[src/rtl/hilo_muldiv_unit.sv]
// rtl/hilo_muldiv_unit.sv - HI/LO multiply/divide unit for the EX stage
module hilo_muldiv_unit #(
  parameter int DATA_W   = 32,
  parameter int DIV_ITER = 32
) (
  input  logic              clk,
  input  logic              rst,
  input  logic              flush_i,
  input  logic              valid_i,
  input  logic [7:0]        aluop_i,
  input  logic [DATA_W-1:0] src_a_i,
  input  logic [DATA_W-1:0] src_b_i,
  output logic              stall_o,
  output logic [DATA_W-1:0] hi_o,
  output logic [DATA_W-1:0] lo_o,
  output logic              busy_o
);

  localparam logic [7:0] OP_MULT  = 8'h18;
  localparam logic [7:0] OP_MULTU = 8'h19;
  localparam logic [7:0] OP_DIV   = 8'h1A;
  localparam logic [7:0] OP_DIVU  = 8'h1B;
  localparam logic [7:0] OP_MTHI  = 8'h11;
  localparam logic [7:0] OP_MTLO  = 8'h13;

  localparam int CNT_W = $clog2(DIV_ITER);
  localparam logic [CNT_W-1:0] CNT_LAST = CNT_W'(DIV_ITER - 1);

  typedef enum logic [1:0] {
    S_IDLE = 2'd0,
    S_MUL  = 2'd1,
    S_DIV  = 2'd2,
    S_FIX  = 2'd3
  } state_t;

  state_t            r_state;
  state_t            w_next;
  logic [DATA_W-1:0] r_opa;      // multiplicand, or dividend shifting into quotient
  logic [DATA_W-1:0] r_opb;      // multiplier, or divisor magnitude
  logic [DATA_W-1:0] r_rem;      // partial remainder
  logic [CNT_W-1:0]  r_cnt;
  logic              r_mul_sgn;
  logic              r_neg_q;
  logic              r_neg_r;

  logic              w_is_mul;
  logic              w_is_div;
  logic              w_is_mt;
  logic              w_accept;
  logic              w_div_zero;
  logic              w_sgn_div;
  logic [DATA_W-1:0] w_abs_a;
  logic [DATA_W-1:0] w_abs_b;
  logic [2*DATA_W-1:0] w_mul_a;
  logic [2*DATA_W-1:0] w_mul_b;
  logic [2*DATA_W-1:0] w_prod;
  logic [DATA_W:0]   w_trial;    // shifted remainder with carry bit for the trial subtract
  logic [DATA_W:0]   w_diff;
  logic              w_ge;

  assign w_is_mul   = (aluop_i == OP_MULT) || (aluop_i == OP_MULTU);
  assign w_is_div   = (aluop_i == OP_DIV)  || (aluop_i == OP_DIVU);
  assign w_is_mt    = (aluop_i == OP_MTHI) || (aluop_i == OP_MTLO);
  assign w_accept   = (r_state == S_IDLE) && valid_i && !flush_i && (w_is_mul || w_is_div || w_is_mt);
  assign w_div_zero = (src_b_i == '0);
  assign w_sgn_div  = (aluop_i == OP_DIV);
  assign w_abs_a    = (w_sgn_div && src_a_i[DATA_W-1]) ? (~src_a_i + 1'b1) : src_a_i;
  assign w_abs_b    = (w_sgn_div && src_b_i[DATA_W-1]) ? (~src_b_i + 1'b1) : src_b_i;

  // Sign-extending to full width lets a plain unsigned multiply give the right low 64 bits.
  assign w_mul_a = {{DATA_W{r_mul_sgn & r_opa[DATA_W-1]}}, r_opa};
  assign w_mul_b = {{DATA_W{r_mul_sgn & r_opb[DATA_W-1]}}, r_opb};
  assign w_prod  = w_mul_a * w_mul_b;

  assign w_trial = {r_rem, r_opa[DATA_W-1]};
  assign w_diff  = w_trial - {1'b0, r_opb};
  assign w_ge    = !w_diff[DATA_W];

  assign busy_o = (r_state != S_IDLE);

  // Next-state and stall; a flush forces IDLE and drops the stall.
  always_comb begin
    w_next  = r_state;
    stall_o = 1'b0;
    case (r_state)
      S_IDLE: begin
        if (w_accept && w_is_mul) begin
          w_next  = S_MUL;
          stall_o = 1'b1;
        end else if (w_accept && w_is_div && !w_div_zero) begin
          w_next  = S_DIV;
          stall_o = 1'b1;
        end
      end
      S_MUL: w_next = S_IDLE;
      S_DIV: begin
        stall_o = 1'b1;
        if (r_cnt == CNT_LAST) w_next = S_FIX;
      end
      S_FIX: w_next = S_IDLE;
      default: w_next = S_IDLE;
    endcase
    if (flush_i) begin
      w_next  = S_IDLE;
      stall_o = 1'b0;
    end
  end

  // State, operand datapath and HI/LO writes at the completion points only.
  always_ff @(posedge clk) begin
    if (rst) begin
      r_state   <= S_IDLE;
      hi_o      <= '0;
      lo_o      <= '0;
      r_opa     <= '0;
      r_opb     <= '0;
      r_rem     <= '0;
      r_cnt     <= '0;
      r_mul_sgn <= 1'b0;
      r_neg_q   <= 1'b0;
      r_neg_r   <= 1'b0;
    end else begin
      r_state <= w_next;
      case (r_state)
        S_IDLE: begin
          if (w_accept) begin
            if (aluop_i == OP_MTHI) hi_o <= src_a_i;
            if (aluop_i == OP_MTLO) lo_o <= src_a_i;
            if (w_is_mul) begin
              r_opa     <= src_a_i;
              r_opb     <= src_b_i;
              r_mul_sgn <= (aluop_i == OP_MULT);
            end
            if (w_is_div && !w_div_zero) begin
              r_opa   <= w_abs_a;
              r_opb   <= w_abs_b;
              r_rem   <= '0;
              r_cnt   <= '0;
              r_neg_q <= w_sgn_div && (src_a_i[DATA_W-1] ^ src_b_i[DATA_W-1]);
              r_neg_r <= w_sgn_div && src_a_i[DATA_W-1];
            end
          end
        end
        S_MUL: begin
          if (!flush_i) begin
            hi_o <= w_prod[2*DATA_W-1:DATA_W];
            lo_o <= w_prod[DATA_W-1:0];
          end
        end
        S_DIV: begin
          if (!flush_i) begin
            r_rem <= w_ge ? w_diff[DATA_W-1:0] : w_trial[DATA_W-1:0];
            r_opa <= {r_opa[DATA_W-2:0], w_ge};
            r_cnt <= r_cnt + 1'b1;
          end
        end
        S_FIX: begin
          if (!flush_i) begin
            lo_o <= r_neg_q ? (~r_opa + 1'b1) : r_opa;
            hi_o <= r_neg_r ? (~r_rem + 1'b1) : r_rem;
          end
        end
        default: ;
      endcase
    end
  end

endmodule

[config.mk]
export PLATFORM = sky130hd
export DESIGN_NAME = hilo_muldiv_unit
export DESIGN_NICKNAME = d
export VERILOG_FILES = /design/src/rtl/hilo_muldiv_unit.sv
export SDC_FILE = /design/constraint.sdc
export NUM_CORES = 2
export LEC_CHECK = 0
export ABC_AREA = 1
export BUFFER_PORTS_ARGS = -buffer_cell sky130_fd_sc_hd__buf_4
export CAP_MARGIN = 20
export CORE_ASPECT_RATIO = 1.1
export CORE_UTILIZATION = 50
export DETAILED_ROUTE_END_ITERATION = 12
export GPL_TIMING_DRIVEN = 0
export PLACE_DENSITY = 0.66
export SYNTH_ARGS = -nofsm -noshare
export SYNTH_HDL_FRONTEND = slang
export SYNTH_SLANG_ARGS = --single-unit
[constraint.sdc]
create_clock -name clk -period 13.55 [get_ports clk]
set_input_delay 1.355 -clock clk [delete_from_list [all_inputs] [get_ports clk]]
set_output_delay 1.355 -clock clk [all_outputs]
set_load 0.05 [all_outputs]
# == Word-level counts from Yosys, hierarchy flattened ==
# Index checks and enable logic that the tools add are counted.
# totals
ff_bits,170
in_bits,76
output_inout_bits,66
# classes
addsub,6
mul,1
n_eq_ne,20
muxes,38
bitwise,7
reduce_logical,34
# op_table
cell,n
32-bit two-way mux,22
32-bit case mux with 3 select lines,2
"32-bit by 1-bit adder with 32-bit output, second input constant",4
32-bit NOT,4
32-bit case mux with 2 select lines,2
33-bit by 33-bit multiplier with 64-bit output,1
"8-bit by 5-bit == test with 1-bit output, second input constant",6
33-bit by 32-bit subtractor with 33-bit output,1
32-bit zero test,1
5-bit two-way mux,3
1-bit logical AND,10
"2-bit != test, second input constant",5
5-bit case mux with 2 select lines,1
5-bit AND reduction,2
3-bit AND reduction,3
4-bit AND reduction,2
2-bit two-way mux,3
"2-bit by 1-bit != test with 1-bit output, second input constant",3
2-bit case mux with 3 select lines,1
2-bit nonzero test,3
"5-bit by 1-bit adder with 5-bit output, second input constant",1
"5-bit == test, second input constant",1
1-bit logical OR,5
"2-bit == test, second input constant",2
12 further kinds,18

# == Logic depth before layout (Yosys ltp) ==
# logic_depth
depth_word,11
mapped_depth,35
mapped_depth_nobuf,33

# == Worst setup path after synthesis ==
# OpenSTA, ideal clock, no wires.
# synth_path
path_type,register to register
start,register r_opa[31]
end,register hi_o[31]
arrival_time_ns,7.453
t_required_ns,13.430
setup_slack_ns,5.977
path_stages_with_launch,31
synth_period_minus_slack_ns,7.573
path_cell_list,dfxtp_1 -> clkbuf_1 -> nand2_1 -> clkbuf_1 -> buf_1 -> nor2_1 -> fa_1 -> inv_1 -> fa_1 -> inv_1 -> fa_1 -> inv_1 -> fa_1 -> fa_1 -> inv_1 -> fa_1 -> inv_1 -> fa_1 -> fa_1 -> inv_1 -> ha_1 -> nand2_1 -> nor3_1 -> nand2_1 -> nor2_1 -> and2_1 -> nand2_1 -> nand2_1 -> nand3_1 -> nand3_1 -> a21oi_1
# synth_via
elab_chain_cells,4
# synth_lines
item,line_no,text
from (decl),38,logic [DATA_W-1:0] r_opa;
from (signal assigned),130,r_opa <= src_a_i;
from (signal assigned),135,r_opa <= w_abs_a;
from (signal assigned),153,"r_opa <= {r_opa[DATA_W-2:0], w_ge};"
1-bit bitwise AND,71,"assign w_mul_a = {{DATA_W{r_mul_sgn & r_opa[DATA_W-1]}}, r_opa};"
33-bit by 33-bit multiplier with 64-bit output (*),73,assign w_prod = w_mul_a * w_mul_b;
32-bit two-way mux (*),145,if (!flush_i) begin
32-bit case mux with 3 select lines (*),124,case (r_state)
to (signal assigned),127,if (aluop_i == OP_MTHI) hi_o <= src_a_i;
to (signal assigned),146,hi_o <= w_prod[2*DATA_W-1:DATA_W];
to (signal assigned),160,hi_o <= r_neg_r ? (~r_rem + 1'b1) : r_rem;
to (decl),14,"output logic [DATA_W-1:0] hi_o,"
# Mark *: on every way between the ends. The rest lies on a longest branch, timed or not. The select of a mux whose other input is x is not followed.
# A chain may end at the register's enable or synchronous reset.

# == Worst setup path after layout ==
# layout_path
start,register r_opa[31]
end,register hi_o[22]
# Same word-level chain as after synthesis.

==> run summary <==
====================================================================================
Arrival time at the worst endpoint                                          10760 ps
Proportion of synthesized flip-flops having asynchronous set or reset             0%
Worst Setup Slack post-DPL                                                   3470 ps
Cell with the biggest individual delay on the critical path             sky130_fd_sc_hd__fa_1
Gpl congestion                                                                  1.03
Worst Setup SP                                                             r_opa[31]
DRC                                                                                0
Number of enable-type register cells in the synthesized netlist                    0
Average vias per placed instance                                                5.52
WP data required                                                            13960 ps
Number of sinks driven by the clock tree                                         170
Cell chosen for the clock root                                          sky130_fd_sc_hd__clkbuf_16
Leakage power total                                                          31.9 nW
Initial Util                                                                   50.6%
Outcome                                                                 finished, final reports clean
Global-route wire length before repair                                        332 mm
Most instantiated flip-flop cell in the synthesis netlist               sky130_fd_sc_hd__dfxtp_1
Number of nets in the synthesized netlist                                       9104
Startpoint of the worst register-to-register path                          r_opa[31]
Latest clock arrival within the worst-skew pair                               490 ps
Count of cell types in the netlist                                                52
Number of primary I/O pins                                                       142
Std cell rows                                                                    126
Slack of the worst reg-to-reg path                                           3190 ps
RSZ-0062 raised after global routing                                              no
Number of pins exceeding their max-slew limit in the final report                  0
Cell area after technology mapping                                       0.0544 mm^2
Power density over the cells                                            19.6 mW/mm^2
Largest incremental delay on the critical path                               1050 ps
IO buf count                                                                     141
Hold-fix buffer count after cts                                                    0
Maximum number of pins on one net before global-route repair                      26
Clock tree skew after final layout                                           19.1 ps
Category of the critical setup timing path                              flop to flop
Area added between synthesis and finish                                        6.46%
VDD IR max                                                                  0.129 mV
Worst flop-to-flop path endpoint                                            hi_o[22]
Crit Path Max Fanout                                                              10
Most used cell along the critical path                                  sky130_fd_sc_hd__fa_1
Most common cell after layout, fill and taps aside                      sky130_fd_sc_hd__nand2_1
Core Footprint                                                            0.108 mm^2
CTS tree                                                                        done
Depth of the CTS H-tree                                                            4
Total congestion overflow after global routing                                     0
Worst min-delay path class                                              flop to flop
Avg Cell Area, Syn                                                         7.11 um^2
Total global routing track utilization                                         42.0%
Sum of negative setup slack                                                     0 ps
Final Cycle Share                                                              76.4%
Final Routed Wirelength                                                       227 mm
Portion of the post-synthesis area used by sequential elements                 6.26%
Final Hold Violating Endpoints                                                     0
Worst-case reg-to-reg path depth                                                  28
Crit path to                                                                hi_o[22]
Number of register bits inferred by synthesis                                    170
Final setup fails                                                                  0
Number of global-route vias before repair                                      51400
Quantity of gates resized following cts                                            0
Buffer count from post-CTS setup fixing                                            0
Nets                                                                            9272
Die area                                                                  0.110 mm^2
Average wire per standard cell                                               24.6 um
Max-cap violations                                                                 0
Synth Instances                                                                 7651
Maximum number of buffers from clock root to sink                                  2
Placed wire-length estimate                                                   196 mm
Total via count in the routed design                                           51000
Number of buffers created by CTS                                                  17
Clock-pin slew on the worst setup and hold paths                               70 ps
Transition time at the pin with the least slew margin                        1290 ps
Min Tclk post-route                                                         10360 ps
Least setup slack across all paths after layout                              3190 ps
Max Freq                                                                  0.0966 GHz
Die width                                                                     316 um
Antenna violations before repair                                                   5
Fraction of layout cells with a size suffix above 1                            3.81%
Number of nets with antenna violations after detailed routing                      0
Most frequent cells in the layout                                       sky130_fd_sc_hd__nand2_1 (2111), sky130_fd_sc_hd__inv_1 (1931), sky130_fd_sc_hd__fa_1 (1125), sky130_fd_sc_hd__nor2_1 (491), sky130_fd_sc_hd__a21oi_1 (315)
Crit path capture type                                                          flop
DIE HEIGHT                                                                    348 um
Drt pass-1 iters                                                                   6
Violation count after the first detailed-route iteration                        5151
Yosys warning count                                                                0
Worst rel slew slack                                                           13.9%
Startpoint kind of the worst setup timing path                                  flop
Fraction of the core area covered by cells at the end of the flow              53.9%
====================================================================================
[logic make-up after synthesis]
kind of cell	synth area share [%]
AOI/OAI and AO/OA	6.53
xor gates and xnor gates	1.19
adders and majority gates	47.2
buffers and inverters	16.2
DFF	6.26
and+or+nand+nor	22.6
[area by class of cell]
type / instances / area (um^2)
Inverter: 1941 / 7290
Clock buffer: 20 / 457
Multi-Input combinational cell: 5180 / 42200
Antenna cell: 5 / 12.5
Buffer: 360 / 1520
Timing Repair Buffer: 149 / 1190
Tap cell: 1408 / 1760
Clock inverter: 11 / 88.8
Fill cell: 10800 / 49600
Sequential cell: 170 / 3400
[stage by stage]
step           cell area (um^2)  hold slack, ps  cells  total power (W)
6_report                  57900             483   9244          0.00114
3_5_place_dp              57300             465   9203         0.000650
2_1_floorplan             54400             443   7651         0.000575
5_1_grt                   57900             503   9239          0.00116
3_3_place_gp              57200             455   9200         0.000649
4_1_cts                   57800             475   9234          0.00113
[layer usage]
metal	GRT usage, %	up-vias	routed length, um
met5	0	-	52
met4	29.3	8	18500
met3	8.27	630	21100
met2	66.1	2667	103000
met1	51.8	25100	84800
li1	-	22600	-
[cell usage after synthesis, types with 54 or more instances]
| library cell | count | area (um^2) |
|---|---|---|
| sky130_fd_sc_hd__fa_1 | 1126 | 22500 |
| sky130_fd_sc_hd__inv_1 | 1931 | 7250 |
| sky130_fd_sc_hd__buf_1 | 69 | 259 |
| sky130_fd_sc_hd__nand2_1 | 2111 | 7920 |
| sky130_fd_sc_hd__nand4_1 | 54 | 338 |
| sky130_fd_sc_hd__clkbuf_1 | 227 | 852 |
| sky130_fd_sc_hd__a21oi_1 | 315 | 1580 |
| sky130_fd_sc_hd__dfxtp_1 | 170 | 3400 |
| sky130_fd_sc_hd__o21ai_0 | 255 | 1280 |
| sky130_fd_sc_hd__ha_1 | 251 | 3140 |
| sky130_fd_sc_hd__nor2_1 | 491 | 1840 |
| sky130_fd_sc_hd__nand3_1 | 304 | 1520 |
[power by group]
group,internal [W],switching (W)
logic,0.0000417,0.000102
clock network,0.000246,0.000247
registers,0.000499,0.000000151
total,0.000787,0.000349
[critical path, delay by kind of cell (launching register included)]
| kind | cells | cell delay [ps] |
|---|---|---|
| AO/OA/AOI/OAI | 1 | 200 |
| adder cells (fa/ha/maj) | 9 | 5480 |
| buffers and inverters | 8 | 2110 |
| flip-flops | 1 | 440 |
| AND/OR/NAND/NOR | 10 | 2030 |
[state kept, by name, summed over array words and instances (netlist names)]
signal,cells
lo_o,32
r_state,2
r_mul_sgn,1
r_rem,32
r_opb,32
r_cnt,5
r_neg_q,1
r_opa,32
hi_o,32
r_neg_r,1
[worst min path at each step]
stage	cells past startpoint	start	slack (ps)	to
4_1_cts	2	r_cnt[4]	480	r_cnt[4]
6_report	2	r_cnt[4]	480	r_cnt[4]
5_1_grt	2	r_rem[1]	500	r_rem[1]
2_1_floorplan	2	r_cnt[4]	440	r_cnt[4]
3_5_place_dp	2	r_cnt[4]	470	r_cnt[4]
3_3_place_gp	2	r_cnt[4]	450	r_cnt[4]
(Power assumes the default switching activity.)
